`src/rtl/dsp_rr_scheduler_if.sv`:
```
// Requester-side bus of the DSP round-robin scheduler: operand request
// handshake plus the tagged result return path.
interface dsp_rr_scheduler_if #(
   parameter int N_REQ = 4,
   parameter int ID_W  = $clog2(N_REQ)
) ();
   logic [N_REQ-1:0]    req_valid;
   logic [N_REQ-1:0]    req_ready;
   logic [N_REQ*18-1:0] req_a;
   logic [N_REQ*18-1:0] req_b;
   logic [N_REQ*18-1:0] req_d;
   logic [N_REQ*48-1:0] req_c;
   logic                res_valid;
   logic [ID_W-1:0]     res_id;
   logic [47:0]         res_p;

   modport master (
      output req_valid, req_a, req_b, req_d, req_c,
      input  req_ready, res_valid, res_id, res_p
   );

   modport slave (
      input  req_valid, req_a, req_b, req_d, req_c,
      output req_ready, res_valid, res_id, res_p
   );
endinterface

```
`src/rtl/dsp_rr_scheduler.sv`:
```
// Round-robin scheduler sharing one DSP slice P = (D+B)*A + C among N_REQ
// requesters, with a tag pipeline that returns each result with its owner ID.
module dsp_rr_scheduler #(
   parameter int N_REQ   = 4,
   parameter int DSP_LAT = 4,
   parameter int ID_W    = $clog2(N_REQ)
) (
   input  logic                         clk,
   input  logic                         rst,
   dsp_rr_scheduler_if.slave            bus,
   input  logic                         pause,
   output logic                         dsp_rst_n,
   output logic [17:0]                  dsp_a,
   output logic [17:0]                  dsp_b,
   output logic [17:0]                  dsp_d,
   output logic [47:0]                  dsp_c,
   input  logic [47:0]                  dsp_p,
   output logic [$clog2(DSP_LAT+1)-1:0] inflight,
   output logic                         idle
);
   localparam int CNT_W = $clog2(DSP_LAT+1);

   typedef enum logic [1:0] {
      ST_RUN    = 2'd0,
      ST_DRAIN  = 2'd1,
      ST_PAUSED = 2'd2
   } state_t;

   state_t             state_r;
   state_t             state_nx_s;
   logic [ID_W-1:0]    ptr_r;
   logic [CNT_W-1:0]   inflight_r;
   logic [DSP_LAT-1:0] tag_vld_r;
   logic [ID_W-1:0]    tag_id_r [DSP_LAT];
   logic               found_s;
   logic [ID_W-1:0]    grant_id_s;
   logic [ID_W-1:0]    cand_s;
   logic               xfer_s;
   logic               res_vld_s;

   assign dsp_rst_n     = ~rst;
   assign res_vld_s     = tag_vld_r[DSP_LAT-1];
   assign bus.res_valid = res_vld_s;
   assign bus.res_id    = tag_id_r[DSP_LAT-1];
   assign bus.res_p     = dsp_p;
   assign inflight      = inflight_r;
   assign xfer_s        = found_s;

   // Search from the pointer for the first valid requester; only RUN may grant.
   always_comb begin
      found_s    = 1'b0;
      grant_id_s = '0;
      cand_s     = '0;
      if (state_r == ST_RUN) begin
         for (int k = 0; k < N_REQ; k++) begin
            cand_s = ID_W'((int'(ptr_r) + k) % N_REQ);
            if (!found_s && bus.req_valid[cand_s]) begin
               found_s    = 1'b1;
               grant_id_s = cand_s;
            end else begin
               found_s    = found_s;
            end
         end
      end else begin
         found_s = 1'b0;
      end
   end

   // State register.
   always_ff @(posedge clk) begin
      if (rst) begin
         state_r <= ST_RUN;
      end else begin
         state_r <= state_nx_s;
      end
   end

   // Next state; DRAIN may leave early when the last result retires this edge.
   always_comb begin
      state_nx_s = state_r;
      case (state_r)
         ST_RUN: begin
            if (pause) state_nx_s = ST_DRAIN;
            else       state_nx_s = ST_RUN;
         end
         ST_DRAIN: begin
            if (!pause)
               state_nx_s = ST_RUN;
            else if ((inflight_r == CNT_W'(0)) ||
                     ((inflight_r == CNT_W'(1)) && res_vld_s))
               state_nx_s = ST_PAUSED;
            else
               state_nx_s = ST_DRAIN;
         end
         ST_PAUSED: begin
            if (!pause) state_nx_s = ST_RUN;
            else        state_nx_s = ST_PAUSED;
         end
         default: state_nx_s = ST_RUN;
      endcase
   end

   // Outputs decoded from state: one-hot grant and idle indication.
   always_comb begin
      bus.req_ready = '0;
      idle          = 1'b0;
      if (found_s) begin
         bus.req_ready[grant_id_s] = 1'b1;
      end else begin
         bus.req_ready = '0;
      end
      case (state_r)
         ST_PAUSED: idle = 1'b1;
         ST_RUN:    idle = (inflight_r == CNT_W'(0)) && (bus.req_valid == '0);
         ST_DRAIN:  idle = 1'b0;
         default:   idle = 1'b0;
      endcase
   end

   // Round-robin pointer and in-flight counter.
   always_ff @(posedge clk) begin
      if (rst) begin
         ptr_r      <= '0;
         inflight_r <= '0;
      end else begin
         if (xfer_s) begin
            ptr_r <= (grant_id_s == ID_W'(N_REQ - 1)) ? '0 : grant_id_s + ID_W'(1);
         end else begin
            ptr_r <= ptr_r;
         end
         case ({xfer_s, res_vld_s})
            2'b10:   inflight_r <= inflight_r + CNT_W'(1);
            2'b01:   inflight_r <= inflight_r - CNT_W'(1);
            default: inflight_r <= inflight_r;
         endcase
      end
   end

   // Operand registers feeding the DSP; they hold when nothing transfers.
   always_ff @(posedge clk) begin
      if (rst) begin
         dsp_a <= 18'd0;
         dsp_b <= 18'd0;
         dsp_d <= 18'd0;
         dsp_c <= 48'd0;
      end else if (xfer_s) begin
         dsp_a <= bus.req_a[int'(grant_id_s)*18 +: 18];
         dsp_b <= bus.req_b[int'(grant_id_s)*18 +: 18];
         dsp_d <= bus.req_d[int'(grant_id_s)*18 +: 18];
         dsp_c <= bus.req_c[int'(grant_id_s)*48 +: 48];
      end else begin
         dsp_a <= dsp_a;
         dsp_b <= dsp_b;
         dsp_d <= dsp_d;
         dsp_c <= dsp_c;
      end
   end

   // Tag pipeline tracks the DSP latency; reset drops every in-flight tag.
   always_ff @(posedge clk) begin
      if (rst) begin
         tag_vld_r <= '0;
         for (int k = 0; k < DSP_LAT; k++) tag_id_r[k] <= '0;
      end else begin
         tag_vld_r[0] <= xfer_s;
         tag_id_r[0]  <= grant_id_s;
         for (int k = 1; k < DSP_LAT; k++) begin
            tag_vld_r[k] <= tag_vld_r[k-1];
            tag_id_r[k]  <= tag_id_r[k-1];
         end
      end
   end
endmodule
```
`src/flat_wrapper.sv`:
```
// flat-port wrapper written by rule: the top's interface ports become plain ports
module dsp_rr_scheduler_flat 
#(
   parameter int N_REQ   = 4,
   parameter int DSP_LAT = 4,
   parameter int ID_W    = $clog2(N_REQ)
)
  (clk, rst, pause, dsp_rst_n, dsp_a, dsp_b, dsp_d, dsp_c, dsp_p, inflight, idle, bus_req_valid, bus_req_a, bus_req_b, bus_req_d, bus_req_c, bus_req_ready, bus_res_valid, bus_res_id, bus_res_p);
  dsp_rr_scheduler_if #(.N_REQ(N_REQ), .ID_W(ID_W)) bus_i ();
  input  logic clk;
  input  logic rst;
  input  logic pause;
  output logic dsp_rst_n;
  output logic [17:0] dsp_a;
  output logic [17:0] dsp_b;
  output logic [17:0] dsp_d;
  output logic [47:0] dsp_c;
  input  logic [47:0] dsp_p;
  output logic [$clog2(DSP_LAT+1)-1:0] inflight;
  output logic idle;
  input wire logic [$bits(bus_i.req_valid)-1:0] bus_req_valid;
  input wire logic [$bits(bus_i.req_a)-1:0] bus_req_a;
  input wire logic [$bits(bus_i.req_b)-1:0] bus_req_b;
  input wire logic [$bits(bus_i.req_d)-1:0] bus_req_d;
  input wire logic [$bits(bus_i.req_c)-1:0] bus_req_c;
  output wire logic [$bits(bus_i.req_ready)-1:0] bus_req_ready;
  output wire logic [$bits(bus_i.res_valid)-1:0] bus_res_valid;
  output wire logic [$bits(bus_i.res_id)-1:0] bus_res_id;
  output wire logic [$bits(bus_i.res_p)-1:0] bus_res_p;
  assign bus_i.req_valid = bus_req_valid;
  assign bus_i.req_a = bus_req_a;
  assign bus_i.req_b = bus_req_b;
  assign bus_i.req_d = bus_req_d;
  assign bus_i.req_c = bus_req_c;
  assign bus_req_ready = bus_i.req_ready;
  assign bus_res_valid = bus_i.res_valid;
  assign bus_res_id = bus_i.res_id;
  assign bus_res_p = bus_i.res_p;
  dsp_rr_scheduler #(.N_REQ(N_REQ), .DSP_LAT(DSP_LAT), .ID_W(ID_W)) u_core (.clk(clk), .rst(rst), .bus(bus_i), .pause(pause), .dsp_rst_n(dsp_rst_n), .dsp_a(dsp_a), .dsp_b(dsp_b), .dsp_d(dsp_d), .dsp_c(dsp_c), .dsp_p(dsp_p), .inflight(inflight), .idle(idle));
endmodule
```
`config.mk`:
```
export PLATFORM = sky130hd
export DESIGN_NAME = dsp_rr_scheduler_flat
export DESIGN_NICKNAME = d
export VERILOG_FILES = /design/src/rtl/dsp_rr_scheduler_if.sv /design/src/rtl/dsp_rr_scheduler.sv /design/src/flat_wrapper.sv
export SDC_FILE = /design/constraint.sdc
export NUM_CORES = 1
export LEC_CHECK = 0
export CAP_MARGIN = 40
export CORE_AREA = 2 2 241 243
export CTS_BUF_LIST = sky130_fd_sc_hd__clkbuf_4 sky130_fd_sc_hd__clkbuf_8
export CTS_CLUSTER_SIZE = 12
export DETAILED_ROUTE_END_ITERATION = 8
export DIE_AREA = 0 0 243 245
export GPL_ROUTABILITY_DRIVEN = 0
export REMOVE_ABC_BUFFERS = 1
export SLEW_MARGIN = 20
export SYNTH_ARGS = -nofsm -noshare
export SYNTH_HDL_FRONTEND = slang
export SYNTH_SLANG_ARGS = --single-unit
```
`constraint.sdc`:
```
create_clock -name clk -period 5.1 [get_ports clk]
set_input_delay 1.02 -clock clk [delete_from_list [all_inputs] [get_ports clk]]
set_output_delay 1.02 -clock clk [all_outputs]
set_load 0.01 [all_outputs]
```
# Word level (Yosys, flattened, before mapping)
# Memories as Yosys holds them, arrays and structs flattened.
# Cells that the tools add are included.
dict set report totals {
  mem_bits_rw 8
  word_cells 91
  n_memories 1
  regBits 113
}
dict set report classes {
  bitwise_logic 5
  reduce_logical 14
  order_cmp 6
  shift 4
  n_addsub 6
  eq_ne 6
  n_mux 39
  n_mul 2
}
# memory depth word_bits rd rd_ports_with_merged_regs wr line
set memory_table {}
lappend memory_table {u_core.tag_id_r 4 2 4 0 4 dsp_rr_scheduler.sv:34} ;# logic [ID_W-1:0] tag_id_r [DSP_LAT];
# operator count
set op_table {}
lappend op_table {{$shiftx 72x32->18} 3}
lappend op_table {{$shiftx 192x32->48} 1}
lappend op_table {{$mux 2} 13}
lappend op_table {{$mux 1} 17}
lappend op_table {{$lt 2x3->1 const B} 5}
lappend op_table {{$bmux 1 s2} 4}
lappend op_table {{$eq 2x2->1 const B} 3}
lappend op_table {{$logic_and 1x1->1} 6}
lappend op_table {{$mul 2x4->6 const B} 1}
lappend op_table {{$pmux 2 s3} 1}
lappend op_table {{$pmux 3 s2} 1}
lappend op_table {{$add 2x1->2 const B} 2}
lappend op_table {{$add 2x2->2 const B} 2}
lappend op_table {{$eq 2x1->1 const B} 2}
lappend op_table {{$logic_not 4->1} 1}
lappend op_table {{$mul 2x2->4 const B} 1}
lappend op_table {{$mux 4} 1}
lappend op_table {{$or 1x1->1} 4}
lappend op_table {{$add 3x1->3 const B} 1}
lappend op_table {{$eq 3x1->1 const B} 1}
lappend op_table {{$logic_not 1->1} 3}
lappend op_table {{$logic_not 3->1} 1}
lappend op_table {{$sub 3x1->3 const B} 1}
lappend op_table {{$demux 1 s2} 1}
lappend op_table {{other kinds (6)} 6}

# Longest topological paths before layout
dict set report depth {
  depth_word 21
  mapped_depth 11
  depth_no_buf 7
}

# Worst setup path before layout
# No wires, ideal clock.
dict set report synth_timing {
  kind {input to output}
  start {in bus_req_valid[3]}
  end {out bus_req_ready[0]}
  t_required_ps 4080
  n_path_buf 3
  arrival_time_ps 2507
  path_slack_ps 1573
  path_stages 9
  path_cell_list {buf_2 > nand2b_1 > a21oi_1 > buf_2 > nor4_4 > inv_2 > buf_2 > ha_1 > and2_1}
}
dict set report synth_via {
  elab_chain_cells 21
  word_cells_on_any_way 33
}
# item line
set synth_lines {}
lappend synth_lines {{start: declaration} flat_wrapper.sv:21} ;# input wire logic [$bits(bus_i.req_valid)-1:0] bus_req_valid;
lappend synth_lines {{$bmux 1 s2} dsp_rr_scheduler.sv:57} ;# if (!found_s && bus.req_valid[cand_s]) begin
lappend synth_lines {{$mux 1 (implied by the code)} dsp_rr_scheduler.sv:57}
lappend synth_lines {{$mux 1} dsp_rr_scheduler.sv:57}
lappend synth_lines {{$mux 1} dsp_rr_scheduler.sv:54} ;# if (state_r == ST_RUN) begin
lappend synth_lines {{$logic_not 1->1} dsp_rr_scheduler.sv:57}
lappend synth_lines {{$logic_and 1x1->1} dsp_rr_scheduler.sv:57}
lappend synth_lines {{$mux 1} dsp_rr_scheduler.sv:57}
lappend synth_lines {{$mux 1} dsp_rr_scheduler.sv:54}
lappend synth_lines {{[5 not listed]} --}
lappend synth_lines {{$logic_and 1x1->1} dsp_rr_scheduler.sv:57}
lappend synth_lines {{$mux 2} dsp_rr_scheduler.sv:57}
lappend synth_lines {{$mux 2} dsp_rr_scheduler.sv:54}
lappend synth_lines {{$lt 2x3->1 (implied by the code) / $ge 2x1->1 (equally long branches)} dsp_rr_scheduler.sv:108} ;# bus.req_ready[grant_id_s] = 1'b1;
lappend synth_lines {{$logic_and 1x1->1 (implied by the code)} dsp_rr_scheduler.sv:108}
lappend synth_lines {{$mux 1 (implied by the code)} dsp_rr_scheduler.sv:108}
lappend synth_lines {{$demux 1 s2} --}
lappend synth_lines {{$mux 4 *} dsp_rr_scheduler.sv:107} ;# if (found_s) begin
lappend synth_lines {{end: declaration} flat_wrapper.sv:26} ;# output wire logic [$bits(bus_i.req_ready)-1:0] bus_req_ready;
# Every way passes the cells marked *; elsewhere a longest branch is shown, timed or not. The select of a mux whose other input is x is not followed.

# Worst setup path after layout
dict set report layout_timing {
  start {in bus_req_valid[1]}
  end {out bus_req_ready[2]}
}
# The elaborated chain is that of the path after synthesis.

==> impl_metrics.ini <==
[run_status]
run_status = finished clean

[sta]
grt_setup_unrepaired = no
setup_viol_count_final = 0
whs_ns = 0.4373
worst_pin_slew_ns = 0.8469
hold_violations = 0
fin_worst_skew_ns = 0.02530
finalCriticalPeriod_ns = 4.611
setup-tns-final_ns = 0
timing.final.crit_share_pct = 90.40
max_clock_freq_ghz = 0.2169
report.final.slew_viol_count = 0
fin_ws_ns = 0.4894
maxSlewHeadroom_pct = 43.54

[clock_tree]
clock-root-buffer = sky130_fd_sc_hd__clkbuf_8
clk_path_buf_depth = 2
clkSinkCount = 121
cts-buffers-inserted = 17
post_cts_resized = 0
post_cts_setup_inserts = 0
tritoncts = done
clk_transition_reported_paths_ns = 0.09
clk_latency_ns = 0.55
ctsHtreeMaxLevel = 4
post_cts_hold_buffer_count = 0

[grt]
gr-total-overflow = 0
grt_max_degree = 159
grt_antenna_before_repair = 7
grt_overall_usage_pct = 17.42
grt_pass1_vias = 10731
grt_pass1_wl_um = 75950

[detailed_routing]
detail_route.wirelength_um = 53450
detailedRoute.firstIterationViolations = 538
routed_wire_length_per_instance_um = 24.46
drt_pre_antenna_iters = 5
post-route-drc-count = 0
vias = 10470
drt-vias-per-instance = 4.792
final_antenna_net_count = 0

[worst_setup_path]
path_max_fanout = 9
critPathLaunchType = input pin
data_required_time_at_the_worst_endpoint_ns = 4.08
timing.setup.critical_path_class = in2out
setup.worst_path.end_class = output pin
worst_ep_arrival_ns = 3.59

[synth]
library_cell_with_the_highest_instance_count_after_synthesis = sky130_fd_sc_hd__dfxtp_1
synth_top_area_share_pct = 28.15
mappedNetlistArea_um2 = 8605
async_flop_share_pct = 0
synth.lib_cells_used.distinct = 44
synth_sequential_area_ratio_pct = 28.15
yosys_register_bits = 121
top_reg_cell_synth = sky130_fd_sc_hd__dfxtp_1
yosys_warnings = 0
synth.cells.most_frequent = 121 x sky130_fd_sc_hd__dfxtp_1, 102 x sky130_fd_sc_hd__nand3_1, 98 x sky130_fd_sc_hd__mux2i_1, 83 x sky130_fd_sc_hd__clkbuf_1, 60 x sky130_fd_sc_hd__a21oi_1
post-synth-top-area-cell = sky130_fd_sc_hd__dfxtp_1
synthTopCellsByArea = sky130_fd_sc_hd__dfxtp_1 28%, sky130_fd_sc_hd__mux2i_1 11%, sky130_fd_sc_hd__o41a_1 7.1%
synth_enable_flop_cells = 0
synthesis.instances = 1012
syn-mean-instance-area_um2 = 8.502

[layout]
layoutNonFillerInstCount = 2185
design.final.nets = 1877
post_route_cells_drive_above_1_share_pct = 5.853
layout-area-overhead-vs-synth_pct = 70.31

[floorplan]
num_io_pins = 625
floorplan.die.height_um = 245
die-area_um2 = 59540
die_w_um = 243
core.rowCount = 88
initial_utilization_pct = 15.09
core_area_um2 = 57030

[min_path]
hp-class = reg2reg

[power_and_ir_drop]
power.leakage_nw = 5.064
power_mw = 4.509
power_density_nw_per_um2 = 307.7
worst_ir_drop_vdd_v = 0.0001938

[placed_design]
placement.setup.worst_slack_ns = 0.4737
place_inst = 2150
half_perimeter_wire_length_of_the_detailed_placement_result_um = 38660
port-buffer-count = 528

[run]
cap_violations = 0
## report_power, final
part           switching (mW)  leakage, nW  internal, mW
Sequential              0.132         1.00          1.14
Combinational            1.21         3.87          1.09
Clock                   0.541        0.191         0.403
## cells in the final DEF (no fill, tap or decap), drive strengths merged, types with 5 or more instances in the layout
| cell type | count |
|---|---|
| nor4 | 56 |
| buf | 27 |
| nand3b | 55 |
| ha | 9 |
| a21oi | 60 |
| o221ai | 48 |
| clkbuf | 17 |
| o41a | 54 |
| nor2 | 8 |
| clkinv | 5 |
| clkdlybuf4s50 | 528 |
| nand2 | 5 |
| o21ai | 57 |
| a211oi | 55 |
| o31ai | 54 |
| nand2b | 5 |
| dfxtp | 121 |
| nand3 | 102 |
| inv | 18 |
| mux2i | 98 |
| nor2b | 9 |
## critical path, cell delays in order
cell and delay [ns]:
sky130_fd_sc_hd__clkdlybuf4s50_1 0.78, sky130_fd_sc_hd__nand2b_1 0.30, sky130_fd_sc_hd__a21oi_4 0.10, sky130_fd_sc_hd__nor4_4 0.41, sky130_fd_sc_hd__clkinv_2 0.14, sky130_fd_sc_hd__ha_1 0.22, sky130_fd_sc_hd__and2_1 0.13, sky130_fd_sc_hd__clkdlybuf4s50_1 0.48
## routing by layer
layer / GRT usage (%) / part of all wire [%] / up-vias
met3: 7.905 / 11 / 77
met4: 6.279 / 2.7 / 12
met2: 28.57 / 47 / 661
li1: - / - / 4723
met1: 19.78 / 39 / 4997
met5: 1.716 / 0.30 / -
## final timing paths
check,to,startpoint,slack (ns),cells past startpoint
setup / recovery,bus_req_ready[2],bus_req_valid[1],0.49,8
hold reg to reg,u_core.tag_vld_r[2],u_core.tag_vld_r[1],0.44,1
hold / removal,u_core.tag_vld_r[2],u_core.tag_vld_r[1],0.44,1
setup reg to reg,u_core.dsp_a[8],u_core.ptr_r[1],2.16,8
## registers in the layout, indices dropped and copies added, names as in the netlist
register / count
u_core.state_r: 2
u_core.inflight: 3
u_core.dsp_c: 48
u_core.ptr_r: 2
u_core.tag_id_r: 8
u_core.dsp_d: 18
u_core.dsp_a: 18
u_core.dsp_b: 18
u_core.tag_vld_r: 4
## stage by stage
stage,cell area [µm²],util (%)
global route,14650,25.69
floorplan,7652,-
finish,14650,25.69
global placement,14190,24.88
detailed placement,14230,24.95
CTS,14620,25.64
## logic make-up (layout without fill, tap and decap cells)
kind of cell,Yosys count,count (layout),synth area share (%)
XOR/XNOR,2,2,0.2036
buffers and inverters,193,599,11.62
AND/OR/NAND/NOR,255,255,18.23
multiplexers,98,98,11.40
adder cells (fa/ha/maj),9,9,1.309
flip-flops,121,121,28.15
AO/OA/AOI/OAI,334,334,29.08
other,0,2,0
## cell type report
cell class | instances | area [µm²]
diodes | 2 | 5.005
clock buffers | 17 | 234.0
clock inverters | 15 | 158.9
fillers | 6226 | 42380
inverters | 12 | 53.80
multi-input cells | 698 | 5265
flip-flops and latches | 121 | 2422
well taps | 765 | 957.2
repair buffers | 555 | 5558
No activity file was read; power rests on OpenSTA's default activity.
